File: config.mk
export PLATFORM = sky130hd
export DESIGN_NAME = frog_score_counter
export DESIGN_NICKNAME = d
export VERILOG_FILES = /design/src/rtl/frog_pkg.sv /design/src/rtl/frog_score_counter_seg7_decode.sv /design/src/rtl/frog_score_counter.sv
export SDC_FILE = /design/constraint.sdc
export NUM_CORES = 1
export LEC_CHECK = 0
export ABC_AREA = 1
export CAP_MARGIN = 0
export CORE_MARGIN = 10
export CORE_UTILIZATION = 49
export DETAILED_ROUTE_END_ITERATION = 10
export PLACE_DENSITY = 0.86
export SKIP_CTS_REPAIR_TIMING = 1
export SLEW_MARGIN = 20
export SYNTH_ARGS = -nofsm -noshare
export SYNTH_HDL_FRONTEND = slang
export SYNTH_HIERARCHICAL = 1
export SYNTH_SLANG_ARGS = --single-unit
File: constraint.sdc
create_clock -name clk -period 1.4 [get_ports clk]
set_input_delay 0.28 -clock clk [delete_from_list [all_inputs] [get_ports clk]]
set_output_delay 0.28 -clock clk [all_outputs]
set_load 0.005 [all_outputs]
File: src/rtl/frog_pkg.sv
// Shared types and 7-segment constants for the Frogger score counter.
// Segment patterns are active-low, bit order {g,f,e,d,c,b,a}.
package frog_pkg;

  typedef enum logic [1:0] {
    COUNT     = 2'd0,
    CELEBRATE = 2'd1,
    RESTART   = 2'd2
  } score_state_t;

  localparam logic [6:0] SEG_BLANK = 7'b1111111;
  localparam logic [6:0] SEG_0     = 7'b1000000;
  localparam logic [6:0] SEG_1     = 7'b1111001;
  localparam logic [6:0] SEG_2     = 7'b0100100;
  localparam logic [6:0] SEG_3     = 7'b0110000;
  localparam logic [6:0] SEG_4     = 7'b0011001;
  localparam logic [6:0] SEG_5     = 7'b0010010;
  localparam logic [6:0] SEG_6     = 7'b0000010;
  localparam logic [6:0] SEG_7     = 7'b1111000;
  localparam logic [6:0] SEG_8     = 7'b0000000;
  localparam logic [6:0] SEG_9     = 7'b0010000;

  // Non-BCD codes (10..15) cannot occur in the counter; they show blank.
  function automatic logic [6:0] bcd_to_seg(input logic [3:0] bcd);
    logic [6:0] seg;
    unique case (bcd)
      4'd0:    seg = SEG_0;
      4'd1:    seg = SEG_1;
      4'd2:    seg = SEG_2;
      4'd3:    seg = SEG_3;
      4'd4:    seg = SEG_4;
      4'd5:    seg = SEG_5;
      4'd6:    seg = SEG_6;
      4'd7:    seg = SEG_7;
      4'd8:    seg = SEG_8;
      4'd9:    seg = SEG_9;
      default: seg = SEG_BLANK;
    endcase
    return seg;
  endfunction

endpackage

File: src/rtl/frog_score_counter_seg7_decode.sv
// One BCD digit to active-low 7-segment pattern, with a forced-blank input.
module seg7_decode
  import frog_pkg::*;
(
  input  logic [3:0] i_bcd,
  input  logic       i_blank,
  output logic [6:0] o_seg
);

  always_comb begin
    o_seg = i_blank ? SEG_BLANK : bcd_to_seg(i_bcd);
  end

endmodule

File: src/rtl/frog_score_counter.sv
// Frogger win counter: counts rising-edge arrivals in the final row, shows the
// score on NUM_DIGITS HEX digits and runs a blinking celebration at WIN_TARGET.
module frog_score_counter
  import frog_pkg::*;
#(
  parameter int ROW_WIDTH        = 8,
  parameter int WIN_TARGET       = 5,
  parameter int NUM_DIGITS       = 2,
  parameter int CELEBRATE_CYCLES = 64,
  parameter int BLINK_HALF       = 8
) (
  input  logic                            clk,
  input  logic                            reset,
  input  logic                            up,
  input  logic [ROW_WIDTH-1:0]            finalRow,
  input  logic                            clear,
  output logic [7*NUM_DIGITS-1:0]         display,
  output logic [$clog2(WIN_TARGET+1)-1:0] score,
  output logic                            resetEverything,
  output logic                            celebrating
);

  localparam int SCORE_W = $clog2(WIN_TARGET + 1);
  localparam int CEL_W   = $clog2(CELEBRATE_CYCLES);
  localparam int BLINK_W = $clog2(BLINK_HALF + 1);

  localparam logic [SCORE_W-1:0] TARGET     = SCORE_W'(WIN_TARGET);
  localparam logic [CEL_W-1:0]   CEL_LOAD   = CEL_W'(CELEBRATE_CYCLES - 1);
  localparam logic [BLINK_W-1:0] BLINK_LOAD = BLINK_W'(BLINK_HALF - 1);

  if (NUM_DIGITS < 1 || NUM_DIGITS > 4) begin : g_bad_digits
    $error("frog_score_counter: NUM_DIGITS must be 1..4");
  end
  if (WIN_TARGET < 1 || WIN_TARGET > 10**NUM_DIGITS - 1) begin : g_bad_target
    $error("frog_score_counter: WIN_TARGET must be 1..10**NUM_DIGITS-1");
  end
  if (CELEBRATE_CYCLES < 2) begin : g_bad_celebrate
    $error("frog_score_counter: CELEBRATE_CYCLES must be >= 2");
  end
  if (BLINK_HALF < 1 || BLINK_HALF >= CELEBRATE_CYCLES) begin : g_bad_blink
    $error("frog_score_counter: BLINK_HALF must be 1..CELEBRATE_CYCLES-1");
  end

  score_state_t        r_state;
  logic [SCORE_W-1:0]  r_score;
  logic [3:0]          r_bcd [NUM_DIGITS];
  logic                r_won_prev;
  logic [CEL_W-1:0]    r_cel_timer;
  logic [BLINK_W-1:0]  r_blink_timer;
  logic                r_blink_on;
  logic                r_reset_everything;
  logic                r_celebrating;

  logic                w_won_now;
  logic                w_event;
  logic [SCORE_W-1:0]  w_score_inc;
  logic [3:0]          w_bcd_inc [NUM_DIGITS];
  logic                w_blank_all;
  logic [NUM_DIGITS-1:0] w_blank;

  assign w_won_now   = up & (|finalRow);
  assign w_event     = w_won_now & ~r_won_prev;
  assign w_score_inc = r_score + 1'b1;

  // Decimal increment: each digit at 9 rolls to 0 and passes the carry upward.
  always_comb begin : p_bcd_inc
    logic w_carry;
    // NOTE: every comb output gets a value before any branch, so no latch can form.
    w_carry = 1'b1;
    for (int k = 0; k < NUM_DIGITS; k++) begin
      w_bcd_inc[k] = r_bcd[k];
      if (w_carry) begin
        if (r_bcd[k] == 4'd9) begin
          w_bcd_inc[k] = 4'd0;
        end else begin
          w_bcd_inc[k] = r_bcd[k] + 4'd1;
          w_carry      = 1'b0;
        end
      end
    end
  end

  assign w_blank_all = (r_state == CELEBRATE) && !r_blink_on;

  // Leading-zero suppression scans from the most significant digit down.
  always_comb begin : p_blank
    logic w_nonzero;
    w_nonzero = 1'b0;
    for (int k = NUM_DIGITS - 1; k >= 0; k--) begin
      w_nonzero  = w_nonzero | (r_bcd[k] != 4'd0);
      w_blank[k] = w_blank_all | ((k != 0) & ~w_nonzero);
    end
  end

  for (genvar g = 0; g < NUM_DIGITS; g++) begin : g_digit
    seg7_decode u_seg (
      .i_bcd   (r_bcd[g]),
      .i_blank (w_blank[g]),
      .o_seg   (display[7*g +: 7])
    );
  end

  // NOTE: state uses non-blocking assignments so every register samples pre-edge values.
  always_ff @(posedge clk or posedge reset) begin
    if (reset) begin
      r_state            <= COUNT;
      r_score            <= '0;
      // NOTE: the digit array is a handful of flops, not a RAM, so it is reset here.
      for (int k = 0; k < NUM_DIGITS; k++) r_bcd[k] <= 4'd0;
      r_won_prev         <= 1'b1;
      r_cel_timer        <= '0;
      r_blink_timer      <= '0;
      r_blink_on         <= 1'b0;
      r_reset_everything <= 1'b0;
      r_celebrating      <= 1'b0;
    end else begin
      r_won_prev         <= w_won_now;
      r_reset_everything <= 1'b0;
      unique case (r_state)
        COUNT: begin
          if (clear) begin
            r_score <= '0;
            for (int k = 0; k < NUM_DIGITS; k++) r_bcd[k] <= 4'd0;
          end else if (w_event) begin
            r_score <= w_score_inc;
            for (int k = 0; k < NUM_DIGITS; k++) r_bcd[k] <= w_bcd_inc[k];
            if (w_score_inc == TARGET) begin
              r_state       <= CELEBRATE;
              r_cel_timer   <= CEL_LOAD;
              r_blink_timer <= BLINK_LOAD;
              r_blink_on    <= 1'b1;
              r_celebrating <= 1'b1;
            end
          end
        end
        CELEBRATE: begin
          if (clear) begin
            r_state       <= COUNT;
            r_celebrating <= 1'b0;
            r_score       <= '0;
            for (int k = 0; k < NUM_DIGITS; k++) r_bcd[k] <= 4'd0;
          end else if (r_cel_timer == '0) begin
            r_state            <= RESTART;
            r_celebrating      <= 1'b0;
            r_reset_everything <= 1'b1;
            r_score            <= '0;
            for (int k = 0; k < NUM_DIGITS; k++) r_bcd[k] <= 4'd0;
          end else begin
            r_cel_timer <= r_cel_timer - 1'b1;
            if (r_blink_timer == '0) begin
              r_blink_on    <= ~r_blink_on;
              r_blink_timer <= BLINK_LOAD;
            end else begin
              r_blink_timer <= r_blink_timer - 1'b1;
            end
          end
        end
        RESTART: begin
          r_state <= COUNT;
        end
        default: begin
          r_state <= COUNT;
        end
      endcase
    end
  end

  assign score           = r_score;
  assign resetEverything = r_reset_everything;
  assign celebrating     = r_celebrating;

endmodule
==> metrics.md, run 1 <==
| Metric | Value |
|---|---|
| CTS Sinks | 27 |
| Final hold violations | 0 |
| First-pass DRT Iterations | 4 |
| Share of cells above drive strength 1 | 43.3% |
| Vias per cell | 5.53 |
| Data arrival, critical path | roughly 1.6 ns |
| DP HPWL | 4000 um |
| Drt wl/cell | 16.4 um |
| Total Nets Final | 416 |
| Multi-input logic area | approximately 1600 um2 |
| #FFs+latches synth | 27 |
| Filler instances | 226 |
| DR WL met3 | 298 um |
| Initial antenna violation count | 0 |
| Die W | between 80 and 90 um |
| Vert. Die Dim | 85.8 um |
| Starting Density | approximately half |
| Worst-Margin Slew | 0.360 ns |
| Deepest level of the CTS H-tree | 1 |
| Hold slack | around 0.37 ns |
| CTS tree | done |
| Vias | 2413 |
| Reg-to-reg endpoint | r_bcd[0] |
| Ant diodes | 0 |
| Met2 Routed Length | about 4000 um |
| Yosys warns | 6 |
| Cts bufs inserted | 3 |
| Root buffer cell | clkbuf_8 |
| Synth top area share | 30.6% |
| # port buffers | 30 |
| Sequential-to-total area share from yosys stat | between 30% and 40% |
| Fin crit period | 1.84 ns |
| Critical Path Source Type | flip-flop |
| Clk Latency, worst-skew pair | 0.28 ns |
| I/O pin count | 31 |
| Slew headroom | 76.0% |
| Cell Area, Synth | 2120 um2 |
| DRC viols | 0 |
| Gr usage total | between 10% and 20% |
| Syn Inst Count | 300 |
| R2r startpoint | r_bcd[5] |
| P_leak | 1.72 nW |
| DIE AREA | between 7000 and 8000 um2 |
| Post-synth cell types | 29 |
| RD Place Congestion | 0.898 |
| Total congestion overflow | 0 |
| Final TNS setup | -8.25 ns |
| Status | finished, violations left |
| Final worst slack | -0.445 ns |
| Storage cell area | 681 um2 |
| Area Overhead vs Synth | 58.0% |
| Uppermost layer routed | met4 |
| Max Cap Violations | 0 |
| Buffer depth of the longest clock path | 2 |
| Row count | 23 |
| Worst VDD drop | 0.969 mV |
| Crit path launch | r_bcd[0] |
| Vias in the first global route | 2137 |
| Part of the cycle the worst path needs | 132% |
| Worst setup EP type | output pin |
| RSZ-0062 raised after global routing | yes |
| Failing checks | setup timing |
| Cell total after placement | 413 |
| FF-to-FF setup slack | -0.31 ns |
| Fmax | 0.542 GHz |
| Worst-path clk slew | 0.09 ns |
| Initial DRC Count | 171 |
| Required time worst endpoint | 1.12 ns |
| Max Clock Skew | 0.00340 ns |
| Setup Viol. Count Final | 38 |
| End point of the critical path | display[10] |
| Critical path class | flip-flop to output pin |
| R2R depth | 11 |
| Non-Filler Instances | 436 |
| Met1 Wirelength | 2640 um |
| Antenna Nets Post-Route | 0 |
| Max Transition Viols Final | 0 |
| Pin count of the biggest net entering global routing | 28 |
| Synth Net Count | 329 |
| Drt total wl | 7140 um |
| Area leader, netlist | dfrtp_1 |
| Mean Syn Cell Area | 7.08 um2 |
| CP Max Fanout | 4 |
| First-pass GRT wire length | 9040 um |
| Hold Crit Class | input pin to asynchronous set/reset pin |
| Power density cells | 1470 nW/um2 |
| Top post-synthesis cells by area | dfrtp_1, nand2_1, ha_1 |
| Area of the core | 4090 um2 |
-- cell families (layout without fill, tap and decap cells) --
logic type,Yosys count,after routing,synth area share (%)
fa+ha+maj,17,17,10.0
xor+xnor,2,2,0.825
simple gates,171,173,38.5
flops,27,27,31.9
buf+inv,54,138,10.2
compound gates,29,29,8.54
-- area by class of cell --
class                      count  area share [%]
multi-input combinational    221            46.8
timing repair buffer          85            24.2
sequential                    27            20.3
inverter                      49            5.56
tap                           50            1.86
clock buffer                   3            1.23
clock inverter                 1           0.149
-- placed cells by master, fill, tap and decap left out, types with 3 or more instances in the layout --
cell / n
nand3_2: 7
o21ai_2: 8
nand3_1: 31
clkdlybuf4s50_1: 11
dfrtp_1: 23
inv_1: 30
nand4_1: 16
nand2_2: 22
inv_2: 18
o21ai_0: 4
dlymetal6s2s_1: 8
dfrtp_2: 3
ha_4: 5
clkbuf_8: 3
buf_2: 4
nor2_4: 8
a21oi_1: 7
o21ai_1: 4
nand2_1: 63
buf_6: 24
nor2_1: 6
nand2_4: 6
buf_4: 36
nor2_2: 5
nand3_4: 5
ha_1: 11
-- routing by layer --
metal	track usage, %	up-vias
met4	4.79	0
met2	27.3	67
met1	14.5	1171
met3	2.93	23
li1	-	1152
met5	0	-
-- registers in the layout, indices dropped and copies added (netlist names) --
| name | flops |
|---|---|
| r_blink_on | 1 |
| r_blink_timer | 4 |
| celebrating | 1 |
| r_state | 2 |
| resetEverything | 1 |
| r_won_prev | 1 |
| r_bcd | 8 |
| score | 3 |
| r_cel_timer | 6 |
-- per-stage QoR --
step	utilization [%]	area, um2	power, mW	setup slack, ns
floorplan	-	2140	2.54	0.000520
detailed placement	67.6	2760	3.68	-0.457
CTS	68.8	2810	4.13	-0.774
finish	82.1	3360	4.93	-0.445
global route	82.1	3360	5.29	-0.489
global placement	67.6	2760	3.56	-0.386
-- power breakdown --
| group | leakage (nW) | total, mW | internal (mW) | switching (mW) |
|---|---|---|---|---|
| Clock | 0.0255 | 0.455 | 0.200 | 0.255 |
| Combinational | 1.35 | 3.25 | 1.55 | 1.70 |
| Sequential | 0.348 | 1.23 | 1.01 | 0.219 |
| Total | 1.72 | 4.93 | 2.76 | 2.18 |
-- synthesized netlist by cell type --
master,instances
buf_6,1
a31o_2,1
clkbuf_1,1
buf_2,2
o21ai_2,7
nor2_1,9
nand2_1,90
a21oi_1,9
inv_1,42
nor2_4,3
o21ai_1,5
o21ai_0,5
nand2_2,1
a21boi_0,1
xor2_1,2
nand4_1,16
nor2_2,6
o32ai_1,1
nand3_1,39
or2_2,1
inv_2,7
nand4_2,1
nand3_2,1
ha_1,17
nand3_4,2
nor3_1,2
dfstp_2,1
buf_4,1
dfrtp_1,26
-- worst min path at each step --
stage / start / end
after global placement: celebrating / celebrating
final: reset / r_bcd[3]
after global routing: reset / r_blink_on
after floorplan: reset / celebrating
after CTS: reset / r_bcd[3]
after detailed placement: celebrating / celebrating
-- worst max-delay path: stages (launching register included) --
cell and delay (ns):
dfrtp_2 0.45, inv_2 0.08, ha_1 0.30, nand2_1 0.13
nand3_1 0.13, nand2_2 0.10, buf_6 0.09
No activity file was read; power rests on OpenSTA's default activity.
==> run 2, diff against run 1 <==
--- a/config.mk
+++ b/config.mk
@@ -9,8 +9,10 @@
 export CAP_MARGIN = 0
 export CORE_MARGIN = 10
 export CORE_UTILIZATION = 49
+export CTS_CLUSTER_SIZE = 30
 export DETAILED_ROUTE_END_ITERATION = 10
 export PLACE_DENSITY = 0.86
+export RECOVER_POWER = 50
 export SKIP_CTS_REPAIR_TIMING = 1
 export SLEW_MARGIN = 20
 export SYNTH_ARGS = -nofsm -noshare
==> run 2 against run 1 <==
The flow still finishes with violations (setup timing). Critical path depth unchanged. Sequential power barely moved. Combinational power hardly changed. Largest power group unchanged. Setup slack is essentially flat. Via count did not move. Clock skew unchanged.
==> metrics.md, run 2 (synthesis gave the netlist of run 1 again) <==
| Metric | Value |
|---|---|
| First-pass GRT wire length | 9040 um (unchanged) |
| DIE AREA | 7370 um2 (unchanged) |
| Hold slack | 0.471 ns (+0.103 ns) |
| Max Transition Viols Final | 0 (unchanged) |
| Total congestion overflow | 0 (unchanged) |
| Pin count of the biggest net entering global routing | 28 (unchanged) |
| Ant diodes | 0 (unchanged) |
| Fmax | 0.542 GHz (about the same) |
| Required time worst endpoint | 1.12 ns (about the same) |
| Clk Latency, worst-skew pair | 0.28 ns (about the same) |
| Final hold violations | 0 (unchanged) |
| Vias in the first global route | 2137 (unchanged) |
| Share of cells above drive strength 1 | 43.3% (unchanged) |
| I/O pin count | 31 (unchanged) |
| Gr usage total | 14.1% (unchanged) |
| Status | finished, violations left |
| Critical path cell sequence | inv_2 -> ha_1 -> nand2_1 -> nand3_1 -> nand2_2 -> buf_6 |
| CTS Sinks | 27 (unchanged) |
| Initial antenna violation count | 0 (unchanged) |
| CTS tree | done |
| Slew headroom | 54.3% (-22 points) |
| Max reg flops | 8 (unchanged) |
| Largest Register | r_bcd |
| Root buffer cell | clkbuf_8 |
| Starting Density | 52.0% (unchanged) |
| R2r startpoint | r_bcd[5] |
| Setup Viol. Count Final | 38 (unchanged) |
| Worst VDD drop | 0.969 mV (about the same) |
| Total Nets Final | 416 (unchanged) |
| Die W | 85.8 um (unchanged) |
| Area of the core | 4090 um2 (unchanged) |
| DRC viols | 0 (unchanged) |
| DP HPWL | 4000 um (unchanged) |
| Hold Crit Class | flip-flop to flip-flop |
| RSZ-0062 raised after global routing | yes |
| P_leak | 1.72 nW (-0.29%) |
| Worst setup EP type | output pin |
| Largest regs | r_bcd (8), r_cel_timer (6), r_blink_timer (4) |
| Area Overhead vs Synth | 57.3% |
| Worst-Margin Slew | 0.686 ns (+0.326 ns) |
| # port buffers | 30 (unchanged) |
| Initial DRC Count | 178 (+4.1%) |
| First-pass DRT Iterations | 4 (unchanged) |
| Met3 GRT Util | 2.93% (unchanged) |
| FF-to-FF setup slack | -0.31 ns (about the same) |
| End of the worst hold path | celebrating |
| Critical path class | flip-flop to output pin |
| Slowest CP cell | dfrtp_2 |
| Most frequent cells in the layout | nand2_1, buf_4, nand3_1, inv_1, buf_6 |
| Vias per cell | 5.53 (unchanged) |
| Met1 usage | 14.5% (unchanged) |
| Met2 GRT Util | 27.3% (unchanged) |
| Overall power | 4.93 mW (-0.12%) |
| RD Place Congestion | 0.898 (unchanged) |
| Row count | 23 (unchanged) |
| Vert. Die Dim | 85.8 um (unchanged) |
| Part of the cycle the worst path needs | 132% (about the same) |
| Hold Startpoint | celebrating |
| Fin crit period | 1.84 ns (-0.0000620 ns) |
| Worst Hold Depth | 2 |
| Reg-to-reg endpoint | r_bcd[0] |
| Drt wl/cell | 16.4 um (about the same) |
| Failing checks | setup timing |
| Post-route cell area | 3340 um2 (-0.45%) |
| Final worst slack | -0.445 ns (+0.0000620 ns) |
| Most common cell after layout, fill and taps aside | nand2_1 |
| Dpl ws | -0.457 ns (unchanged) |
| Global route hottest layer | met2 |
| Max Clock Skew | 0.00340 ns (unchanged) |
| Drt total wl | 7140 um (about the same) |
| Max incr delay on CP | 0.45 ns (about the same) |
| Worst-path clk slew | 0.09 ns (about the same) |
| Deepest level of the CTS H-tree | 1 (unchanged) |
| Cts bufs inserted | 3 (unchanged) |
| Buffer depth of the longest clock path | 2 (unchanged) |
| Antenna Nets Post-Route | 0 (unchanged) |
| Critical Path Source Type | flip-flop |
| Data arrival, critical path | 1.56 ns (about the same) |
| Final TNS setup | -8.25 ns (+0.000360 ns) |
| Vias | 2413 (unchanged) |
| Power density cells | 1470 nW/um2 (+0.33%) |
| Max Cap Violations | 0 (unchanged) |
| CP Max Fanout | 4 (unchanged) |
| R2R depth | 11 (unchanged) |
| Placed cell areas | 2760 um2 (unchanged) |
## run 2: report_power, final
group	internal [mW]	switching (mW)	leakage (nW)
Combinational	1.54	1.70	1.34
Sequential	1.01	0.220	0.348
Clock	0.200	0.255	0.0255
Total	2.75	2.18	1.72
## run 2: worst max-delay path by stage
stage,slack [ns],depth (start not counted),to,from
after floorplan,0.0005,8,r_cel_timer[3],score[0]
after global placement,-0.39,6,display[10],r_bcd[1]
after detailed placement,-0.46,6,display[10],r_bcd[1]
after CTS,-0.77,6,display[10],r_bcd[1]
after global routing,-0.49,8,display[7],r_bcd[0]
final,-0.44,6,display[10],r_bcd[0]
## run 2: layout make-up
type	count	area (um2)
multi-input cells	221	1570
repair buffers	85	796
fillers	227	746
flip-flops and latches	27	681
inverters	49	186
well taps	50	62.6
clock buffers	3	41.3
clock inverters	1	5.00
## run 2: critical path, delay by kind of cell, from the launching register on
family | cells | cell delay [ns]
fa+ha+maj | 1 | 0.30
buf+inv | 2 | 0.17
flops | 1 | 0.45
simple gates | 3 | 0.36
## run 2: metrics by stage
stage	std cells	utilization [%]
6_report	436	81.8
5_1_grt	436	81.8
2_1_floorplan	300	-
4_1_cts	417	68.8
3_5_place_dp	413	67.6
3_3_place_gp	413	67.6
## run 2: layer usage
layer,up-vias,routed length (um)
li1,1152,-
met1,1171,2640
met2,67,4000
met3,23,298
met4,0,200
met5,-,0
==> run 3, diff against run 2 <==
--- a/config.mk
+++ b/config.mk
@@ -6,9 +6,11 @@
 export NUM_CORES = 1
 export LEC_CHECK = 0
 export ABC_AREA = 1
-export CAP_MARGIN = 0
+export CAP_MARGIN = 20
+export CELL_PAD_IN_SITES_DETAIL_PLACEMENT = 1
+export CELL_PAD_IN_SITES_GLOBAL_PLACEMENT = 1
 export CORE_MARGIN = 10
-export CORE_UTILIZATION = 49
+export CORE_UTILIZATION = 35
 export CTS_CLUSTER_SIZE = 30
 export DETAILED_ROUTE_END_ITERATION = 10
 export PLACE_DENSITY = 0.86
==> run 3 against run 2 <==
Utilization fell by 23 points. Register-to-register slack got worse by 0.05 ns. Sequential share of layout area fell by 0.66 points. Global-route usage fell by 1.5 points. Via count rose by 3.8%. Worst hold slack improved by 0.053 ns. Setup slack got worse by 0.0036 ns. First-iteration DRC count fell by 58%. Final cell count rose by 8.0%. Non-clock buffer count rose by 10. The run still ends with setup timing left. Flip-flop and latch count did not move. Combinational power rose by 12%.
==> metrics.md, run 3 (synthesis gave the netlist of run 1 again) <==
| Metric | Value |
|---|---|
| Deepest level of the CTS H-tree | 1 (unchanged) |
| Starting Density | 35.9% (-16 points) |
| Part of the cycle the worst path needs | 132% (+0.26 points) |
| Antenna Nets Post-Route | 0 (unchanged) |
| Row count | 28 (+22%) |
| DIE AREA | 9580 um2 (+30%) |
| Max reg flops | 8 (unchanged) |
| Status | finished, violations left |
| Area Overhead vs Synth | 62.9% |
| Drt total wl | 9220 um (+29%) |
| FF-to-FF setup slack | -0.36 ns (-0.05 ns) |
| Clk Latency, worst-skew pair | 0.29 ns (about the same) |
| First-pass DRT Iterations | 6 (+2) |
| Power density cells | 1550 nW/um2 (+5.4%) |
| Worst VDD drop | 1.02 mV (+5.6%) |
| Vias | 2504 (+3.8%) |
| R2R depth | 10 (-1) |
| CTS tree | done |
| Hold Startpoint | r_blink_timer[1] |
| Total congestion overflow | 0 (unchanged) |
| Buffer depth of the longest clock path | 2 (unchanged) |
| Ant diodes | 0 (unchanged) |
| DP HPWL | 4880 um (+22%) |
| Initial antenna violation count | 0 (unchanged) |
| Crit path launch | r_bcd[1] |
| Largest Register | r_bcd |
| Data arrival, critical path | 1.57 ns (about the same) |
| Worst setup EP type | output pin |
| Most frequent cells in the layout | nand2_1, buf_4, nand3_1, inv_1, dfrtp_1 |
| # port buffers | 30 (unchanged) |
| Final TNS setup | -9.94 ns (-1.69 ns) |
| Hold Crit Class | flip-flop to flip-flop |
| Worst-path clk slew | 0.10 ns (about the same) |
| Total Nets Final | 426 (+2.4%) |
| Slew headroom | 49.7% (-4.6 points) |
| Area of the core | 5920 um2 (+45%) |
| Overall power | 5.37 mW (+9.1%) |
| RSZ-0062 raised after global routing | yes |
| Fin crit period | 1.85 ns (+0.00357 ns) |
| Drt wl/cell | 19.6 um (+20%) |
| Largest regs | r_bcd (8), r_cel_timer (6), r_blink_timer (4) |
| Die W | 97.9 um (+14%) |
| Max Clock Skew | 0.00429 ns (+0.000889 ns) |
| Max Cap Violations | 0 (unchanged) |
| Fmax | 0.541 GHz (-0.19%) |
| R2r startpoint | r_bcd[5] |
| Critical Path Source Type | flip-flop |
| CTS Sinks | 27 (unchanged) |
| Max Transition Viols Final | 0 (unchanged) |
| DRC viols | 0 (unchanged) |
| Vias in the first global route | 2387 (+12%) |
| Share of cells above drive strength 1 | 48.7% (+5.5 points) |
| Cts bufs inserted | 3 (unchanged) |
| Pin count of the biggest net entering global routing | 28 (unchanged) |
| RD Place Congestion | 0.820 (-8.8%) |
| I/O pin count | 31 (unchanged) |
| Reg-to-reg endpoint | r_bcd[3] |
| Worst Hold Depth | 2 (unchanged) |
| Most common cell after layout, fill and taps aside | nand2_1 |
| Initial DRC Count | 74 (-58%) |
| Required time worst endpoint | 1.12 ns (about the same) |
| End point of the critical path | display[11] |
| CP Max Fanout | 4 (unchanged) |
| Gr usage total | 12.6% (-1.5 points) |
| P_leak | 1.72 nW (+0.38%) |
| Root buffer cell | clkbuf_8 |
| Critical path class | flip-flop to output pin |
| Setup Viol. Count Final | 37 (-2.6%) |
| First-pass GRT wire length | 10600 um (+17%) |
| Worst-Margin Slew | 0.755 ns (+0.0689 ns) |
| Failing checks | setup timing |
| Vert. Die Dim | 97.9 um (+14%) |
| Final worst slack | -0.448 ns (-0.00357 ns) |
| Vias per cell | 5.32 (-3.9%) |
| Final hold violations | 0 (unchanged) |
run 3: cell types whose count changed in the layout (fill, tap and decap cells not counted), moves of 3 or more:
cell and change:
nand2_4 +4, buf_4 +15, buf_2 +5, dlymetal6s2s_1 -5, nand2_2 -3, buf_6 -8
run 3: worst min path at each step:
stage	to
after floorplan	celebrating
after global placement	celebrating
after detailed placement	celebrating
after CTS	r_bcd[2]
after global routing	r_blink_timer[1]
final	r_blink_timer[1]
run 3: per-layer routing:
metal	track usage [%]	wire (um)
met1	13.2	3410
met2	24.3	5370
met3	2.47	256
met4	4.03	187
met5	0	0
run 3: layout make-up:
type | instances | area, um2
inverter | 49 | 191
multi-input combinational | 221 | 1640
clock inverter | 1 | 7.51
sequential | 27 | 682
clock buffer | 3 | 41.3
fill | 719 | 2460
tap | 75 | 93.8
timing repair buffer | 95 | 806
run 3: where the power goes:
part | internal [mW] | switching [mW]
Clock | 0.204 | 0.295
Combinational | 1.72 | 1.92
Sequential | 1.01 | 0.227
Total | 2.93 | 2.45
run 3: worst max-delay path: stages, from the launching register on:
cell and delay [ns]:
dfrtp_1 0.44, inv_2 0.10, nand2_4 0.06, o32ai_4 0.29, buf_4 0.17, a21oi_2 0.03, nand2_1 0.07, buf_2 0.11
run 3: through the flow:
| step | cell area [um2] | setup slack, ns | hold WS, ns | utilization (%) | std cells |
|---|---|---|---|---|---|
| detailed placement | 2860 | -0.440 | 0.485 | 48.3 | 445 |
| global route | 3460 | -0.540 | 0.564 | 58.4 | 471 |
| CTS | 2910 | -0.781 | 0.315 | 49.1 | 449 |
| global placement | 2860 | -0.390 | 0.469 | 48.3 | 445 |
| finish | 3460 | -0.448 | 0.524 | 58.4 | 471 |
| floorplan | 2140 | 0.000520 | 0.332 | - | 300 |
